### src/rtl/lcd_pkg.sv
// Shared LCD character codes, alarm FSM encoding and counter sizing helper
// for the LCD display blocks.
package lcd_pkg;

    localparam logic [7:0] LcdZero  = 8'h30;
    localparam logic [7:0] LcdOne   = 8'h31;
    localparam logic [7:0] LcdTwo   = 8'h32;
    localparam logic [7:0] LcdThree = 8'h33;
    localparam logic [7:0] LcdFour  = 8'h34;
    localparam logic [7:0] LcdFive  = 8'h35;
    localparam logic [7:0] LcdSix   = 8'h36;
    localparam logic [7:0] LcdSeven = 8'h37;
    localparam logic [7:0] LcdEight = 8'h38;
    localparam logic [7:0] LcdNine  = 8'h39;
    localparam logic [7:0] LcdError = 8'h3A;

    typedef enum logic [1:0] {
        StIdle = 2'd0,
        StRing = 2'd1,
        StAck  = 2'd2
    } alarm_state_e;

    // Counter width for a modulus/limit n, never narrower than one bit.
    function automatic int unsigned cnt_width(input int unsigned n);
        return (n <= 1) ? 1 : $clog2(n);
    endfunction

endpackage

### src/rtl/lcd_digit_decode.sv
// Combinational BCD nibble to LCD character code; non-BCD nibbles show the
// error glyph.
module lcd_digit_decode
    import lcd_pkg::*;
(
    input  logic [3:0] bcd_i,
    output logic [7:0] char_o
);

    always_comb begin
        char_o = LcdError;
        case (bcd_i)
            4'd0:    char_o = LcdZero;
            4'd1:    char_o = LcdOne;
            4'd2:    char_o = LcdTwo;
            4'd3:    char_o = LcdThree;
            4'd4:    char_o = LcdFour;
            4'd5:    char_o = LcdFive;
            4'd6:    char_o = LcdSix;
            4'd7:    char_o = LcdSeven;
            4'd8:    char_o = LcdEight;
            4'd9:    char_o = LcdNine;
            default: char_o = LcdError;
        endcase
    end

endmodule

### src/rtl/lcd_scan_driver.sv
// Multiplexed multi-digit LCD scan driver with a sequenced alarm
// (ring, beep pattern, acknowledge and timeout).
module lcd_scan_driver
    import lcd_pkg::*;
#(
    parameter int unsigned NUM_DIGITS = 4,
    parameter int unsigned SCAN_DIV   = 4,
    parameter int unsigned BEEP_DIV   = 8,
    parameter int unsigned RING_BEEPS = 16
) (
    input  logic                    clock,
    input  logic                    reset,
    input  logic [4*NUM_DIGITS-1:0] alarm_time,
    input  logic [4*NUM_DIGITS-1:0] current_time,
    input  logic [4*NUM_DIGITS-1:0] key_time,
    input  logic                    show_alarm,
    input  logic                    show_new_time,
    input  logic                    alarm_enable,
    input  logic                    stop_alarm,
    output logic [7:0]              display_time,
    output logic [NUM_DIGITS-1:0]   digit_sel,
    output logic                    sound_alarm,
    output logic                    alarm_active
);

    localparam int unsigned ScanW  = cnt_width(SCAN_DIV);
    localparam int unsigned DigitW = cnt_width(NUM_DIGITS);
    localparam int unsigned BeepW  = cnt_width(BEEP_DIV);
    localparam int unsigned HalfW  = cnt_width(RING_BEEPS);

    localparam logic [ScanW-1:0]  ScanLast  = ScanW'(SCAN_DIV - 1);
    localparam logic [DigitW-1:0] DigitLast = DigitW'(NUM_DIGITS - 1);
    localparam logic [BeepW-1:0]  BeepLast  = BeepW'(BEEP_DIV - 1);
    localparam logic [HalfW-1:0]  HalfLast  = HalfW'(RING_BEEPS - 1);

    // ---------------------------------------------------------------- source mux
    logic [4*NUM_DIGITS-1:0] src_time;

    always_comb begin
        if (show_alarm) begin
            src_time = alarm_time;
        end else if (show_new_time) begin
            src_time = key_time;
        end else begin
            src_time = current_time;
        end
    end

    // ---------------------------------------------------------------- scan
    logic [ScanW-1:0]      scan_cnt_q, scan_cnt_d;
    logic [DigitW-1:0]     digit_idx_q, digit_idx_d;
    logic [7:0]            display_q;
    logic [NUM_DIGITS-1:0] digit_sel_q, digit_sel_d;
    logic [3:0]            nibble_d;
    logic [7:0]            char_d;
    logic                  scan_tick;

    always_comb begin
        scan_tick   = (scan_cnt_q == ScanLast);
        scan_cnt_d  = scan_tick ? '0 : scan_cnt_q + 1'b1;
        digit_idx_d = digit_idx_q;
        if (scan_tick) begin
            digit_idx_d = (digit_idx_q == DigitLast) ? '0 : digit_idx_q + 1'b1;
        end
        nibble_d    = 4'd0;
        digit_sel_d = '0;
        for (int i = 0; i < int'(NUM_DIGITS); i++) begin
            if (digit_idx_d == DigitW'(i)) begin
                nibble_d       = src_time[i*4 +: 4];
                digit_sel_d[i] = 1'b1;
            end
        end
    end

    lcd_digit_decode u_decode (
        .bcd_i  (nibble_d),
        .char_o (char_d)
    );

    // Outputs only reload on a tick, so mid-slot source changes never glitch.
    always_ff @(posedge clock) begin
        if (reset) begin
            scan_cnt_q  <= '0;
            digit_idx_q <= '0;
            display_q   <= LcdZero;
            digit_sel_q <= NUM_DIGITS'(1);
        end else begin
            scan_cnt_q  <= scan_cnt_d;
            digit_idx_q <= digit_idx_d;
            if (scan_tick) begin
                display_q   <= char_d;
                digit_sel_q <= digit_sel_d;
            end
        end
    end

    assign display_time = display_q;
    assign digit_sel    = digit_sel_q;

    // ---------------------------------------------------------------- alarm FSM
    alarm_state_e     state_q, state_d;
    logic [BeepW-1:0] beep_cnt_q, beep_cnt_d;
    logic [HalfW-1:0] half_cnt_q, half_cnt_d;
    logic             sound_q, sound_d;
    logic             match;
    logic             beep_tick;
    logic             ring_timeout;

    assign match = (current_time == alarm_time);

    always_ff @(posedge clock) begin
        if (reset) begin
            state_q <= StIdle;
        end else begin
            state_q <= state_d;
        end
    end

    always_ff @(posedge clock) begin
        if (reset) begin
            beep_cnt_q <= '0;
            half_cnt_q <= '0;
            sound_q    <= 1'b0;
        end else begin
            beep_cnt_q <= beep_cnt_d;
            half_cnt_q <= half_cnt_d;
            sound_q    <= sound_d;
        end
    end

    always_comb begin
        state_d      = state_q;
        beep_cnt_d   = beep_cnt_q;
        half_cnt_d   = half_cnt_q;
        sound_d      = 1'b0;
        beep_tick    = (beep_cnt_q == BeepLast);
        ring_timeout = beep_tick && (half_cnt_q == HalfLast);

        if (!alarm_enable) begin
            state_d    = StIdle;
            beep_cnt_d = '0;
            half_cnt_d = '0;
        end else begin
            unique case (state_q)
                StIdle: begin
                    if (match) begin
                        // A stop arriving with the match skips ringing entirely.
                        state_d    = stop_alarm ? StAck : StRing;
                        beep_cnt_d = '0;
                        half_cnt_d = '0;
                        sound_d    = !stop_alarm;
                    end
                end
                StRing: begin
                    if (stop_alarm || ring_timeout) begin
                        state_d = StAck;
                    end else begin
                        sound_d    = beep_tick ? !sound_q : sound_q;
                        beep_cnt_d = beep_tick ? '0 : beep_cnt_q + 1'b1;
                        half_cnt_d = beep_tick ? half_cnt_q + 1'b1 : half_cnt_q;
                    end
                end
                StAck: begin
                    if (!match) begin
                        state_d = StIdle;
                    end
                end
                default: state_d = StIdle;
            endcase
        end
    end

    always_comb begin
        alarm_active = (state_q == StRing);
        sound_alarm  = sound_q && (state_q == StRing);
    end

endmodule
### config.mk
export PLATFORM = sky130hd
export DESIGN_NAME = lcd_scan_driver
export DESIGN_NICKNAME = d
export VERILOG_FILES = /design/src/rtl/lcd_pkg.sv /design/src/rtl/lcd_digit_decode.sv /design/src/rtl/lcd_scan_driver.sv
export SDC_FILE = /design/constraint.sdc
export NUM_CORES = 1
export LEC_CHECK = 0
export ABC_AREA = 1
export ABC_CLOCK_PERIOD_IN_PS = 2009
export CAP_MARGIN = 20
export CORE_ASPECT_RATIO = 0.6
export CORE_MARGIN = 2
export CORE_UTILIZATION = 45
export CTS_CLUSTER_DIAMETER = 30
export DETAILED_ROUTE_END_ITERATION = 10
export PLACE_DENSITY = 0.87
export SYNTH_ARGS = -nofsm -noshare
export SYNTH_HDL_FRONTEND = slang
export SYNTH_SLANG_ARGS = --single-unit
### constraint.sdc
create_clock -name clock -period 2.01 [get_ports clock]
set_input_delay 0.3015 -clock clock [delete_from_list [all_inputs] [get_ports clock]]
set_output_delay 0.3015 -clock clock [all_outputs]
set_load 0.02 [all_outputs]
==> results.py <==
metrics = {
    "detailed_routing": {
        "drt-initial-drc-count": 130,
        "first_pass_iters": 5,
        "routed_via_density": 4.92,
        "wl_per_cell_um": 11.4,
        "wl_um": 4960,
        "antenna_left": 0,
        "num_vias": 2139,
        "post-route-drc-count": 0,
    },
    "worst_setup_path": {
        "cp_slowest_cell": "a21oi_1",
        "cpMostUsedCell": "nand2_1",
        "reg2reg_to": "display_time[0]",
        "critPathKind": "reg -> reg",
        "critPathMaxFanout": 6,
        "critPathArrivalTime_ns": 2.00,
        "start_kind": "flop",
        "cpLargestDelayFamily": "simple AND/OR/NAND/NOR gates",
        "path_buf_inv": 0,
        "reg2reg_from": "digit_idx_q[0]",
        "crit_start": "digit_idx_q[0]",
        "critPathRequiredTime_ns": 2.17,
        "path_cells": "ha_1 -> nand2_2 -> o21ai_2 -> a21oi_1 -> nand2_1 -> nand3_1 -> nor2_1 -> nand2_1 -> nand2_1 -> nand2_1 -> nand2_1",
        "ff2ff_setup_slack_ns": 0.18,
        "crit_path_max_incr_delay_ns": 0.37,
        "r2r_cells": 11,
        "crit_path_end_kind": "flop",
    },
    "grt": {
        "grt_max_degree": 19,
        "antenna_found_initial": 0,
        "grt_pass1_vias": 1960,
        "grt-ovfl-total": 0,
        "met1_usage": 0.325,
        "top_usage_layer": "met2",
        "grt_util_met2": 0.375,
        "grt_pass1_wl_um": 8400,
        "grt_util_met3": 0.0530,
        "grtUsageTotal": 0.230,
    },
    "finish": {
        "synthToLayoutAreaGrowth_pct": 40.9,
        "fin_nets": 448,
        "finish.instance_area_um2": 2570,
        "multiInputGateArea_um2": 1160,
        "drive_above_1_share": 0.0644,
        "seqCellArea_um2": 440,
        "fillCellCount": 327,
        "num_antenna_cells": 0,
    },
    "cts": {
        "hold_buffers": 0,
        "clk_path_buf_depth": 2,
        "cts_root_buf": "clkbuf_8",
        "insertion_delay_ns": 0.26,
        "clock_sinks": 22,
        "htreeDepth": 1,
        "clk_pin_slew_worst_paths_ns": 0.08,
        "cts_buffers": 3,
        "cts_tree": "built",
    },
    "synth": {
        "synthArstFlopShare": 0,
        "yosysMostFrequentCell": "nand2_1",
        "synth_top_cell_area_share": 0.241,
        "netlist_area_um2": 1830,
        "synth.largest_area_cell": "dfxtp_1",
        "synth-edff-count": 0,
        "synth_seq_area_share": 0.241,
        "syn_inst": 324,
        "ys.flop_type": "dfxtp_1",
        "ys_warn_count": 0,
        "ys_ff_latch": 22,
        "synth_area_leaders": "dfxtp_1, nand2_1, nor2_1",
        "syn_avg_cell_area_um2": 5.63,
        "yosysUniqueCellTypes": 25,
        "synth_common_cells": "nand2_1, nor2_1, inv_1",
    },
    "floorplan": {
        "fp-row-count": 17,
        "io_pins": 68,
        "dieArea_um2": 4600,
        "fp.dieW_um": 86.2,
        "start_util": 0.482,
        "coreArea_um2": 3790,
        "die_h_um": 53.3,
    },
    "place": {
        "postPlaceCellArea_um2": 2490,
        "hpwl_um": 4180,
        "place_ws_ns": -0.0114,
        "place.gp.congestion": 0.876,
        "port_buffers": 63,
    },
    "pwr": {
        "leakage_nw": 1.23,
        "powerDensity_nw_per_um2": 474,
        "ir_drop_uv": 408,
    },
    "worst_hold_path": {
        "holdPathStages": 1,
        "hp-class": "reg -> reg",
        "hold_end": "scan_cnt_q[0]",
        "hp-start": "scan_cnt_q[0]",
    },
    "sta": {
        "slew_viol_final": 0,
        "rsz0062_at_grt": "no",
        "fin_skew_ns": 0.00437,
        "setup_slack_ns": 0.177,
        "setup_violations": 0,
        "fmaxAchievable_mhz": 546,
        "period_needed_ns": 1.83,
        "period_share": 0.912,
        "hold_viol_final": 0,
    },
    "status": {
        "outcome": "finished clean",
    },
    "run": {
        "drv_cap": 0,
    },
}
## stage by stage
step / utilization / cells / hold WS (ns) / TNS, ns / total power (W)
detailed placement: 0.659 / 431 / 0.423 / -0.0114 / 0.000820
finish: 0.679 / 435 / 0.440 / 0 / 0.00122
global route: 0.679 / 435 / 0.466 / 0 / 0.00129
CTS: 0.678 / 435 / 0.433 / 0 / 0.00122
global placement: 0.659 / 431 / 0.409 / 0 / 0.000814
floorplan: - / 326 / 0.371 / 0 / 0.000654
## flip-flops by register name (all words and copies together) (netlist names)
| signal | count |
|---|---|
| digit_sel | 4 |
| half_cnt_q | 4 |
| scan_cnt_q | 2 |
| beep_cnt_q | 3 |
| digit_idx_q | 2 |
| state_q | 2 |
| display_time | 4 |
| sound_q | 1 |
## logic make-up (layout without fill, tap and decap cells)
kind of cell / after synthesis / in the layout / share of synthesized area
buf+inv: 56 / 118 / 0.130
xor+xnor: 3 / 3 / 0.0144
simple gates: 188 / 188 / 0.427
fa+ha+maj: 5 / 5 / 0.0343
other cells: 2 / 4 / 0.00411
flops: 22 / 22 / 0.241
compound gates: 48 / 48 / 0.149
## final cells by class
type,count,share of cell area
multi-input combinational,248,0.450
timing repair buffer,68,0.261
sequential,22,0.171
inverter,46,0.0672
tap,47,0.0229
clock buffer,3,0.0161
clock inverter,1,0.0117
## metal layers
layer / up-vias / wire [µm]
met5: - / 0
met4: 0 / 0
met3: 0 / 323
met2: 70 / 2030
met1: 926 / 2610
li1: 1143 / -
## power by group
part           total (W)  internal [W]  switching [W]
Sequential      0.000456      0.000448     0.00000792
Clock           0.000404      0.000266       0.000138
Combinational   0.000358      0.000176       0.000183
## worst reg2reg max path, stage by stage (launching register included)
cell,delay [ns]
dfxtp_1,0.36
ha_1,0.36
nand2_2,0.09
o21ai_2,0.10
a21oi_1,0.37
nand2_1,0.10
nand3_1,0.10
nor2_1,0.05
nand2_1,0.08
nand2_1,0.05
nand2_1,0.05
nand2_1,0.04
## cells in the final DEF, fill, tap and decap left out
master	netlist	layout
nand2_1	108	108
clkdlybuf4s50_1	0	62
nor2_1	44	44
inv_1	43	43
a21oi_1	22	22
dfxtp_1	22	22
nand3_1	21	21
o21ai_0	13	13
o211ai_1	9	9
buf_4	6	5
nor2_2	4	4
nand4_1	4	4
ha_1	5	4
conb_1	2	4
nand2_2	3	3
inv_2	3	3
clkbuf_8	0	3
xor2_1	2	2
or2_2	2	2
nor2_4	1	1
nand2_4	1	1
o21ai_2	1	1
xnor2_1	1	1
a22o_1	1	1
o21ai_1	1	1
a31oi_1	1	1
ha_2	0	1
bufinv_16	0	1
dlymetal6s2s_1	0	1
## how the worst max path moves through the flow
stage,to,slack [ns],cells past startpoint
after floorplan,display_time[0],0.47,11
after CTS,sound_alarm,0.02,5
after global placement,beep_cnt_q[2],0.03,12
final,display_time[0],0.18,11
after detailed placement,beep_cnt_q[1],-0.01,12
after global routing,beep_cnt_q[1],0.03,12
## what timing repair did
action,in CTS,in global routing
resized for setup,0,2
setup endpoints to repair,0,5
buffers inserted,0,0
endpoints found under the hold margin,0,0
Power figures use the tool's default switching activity.
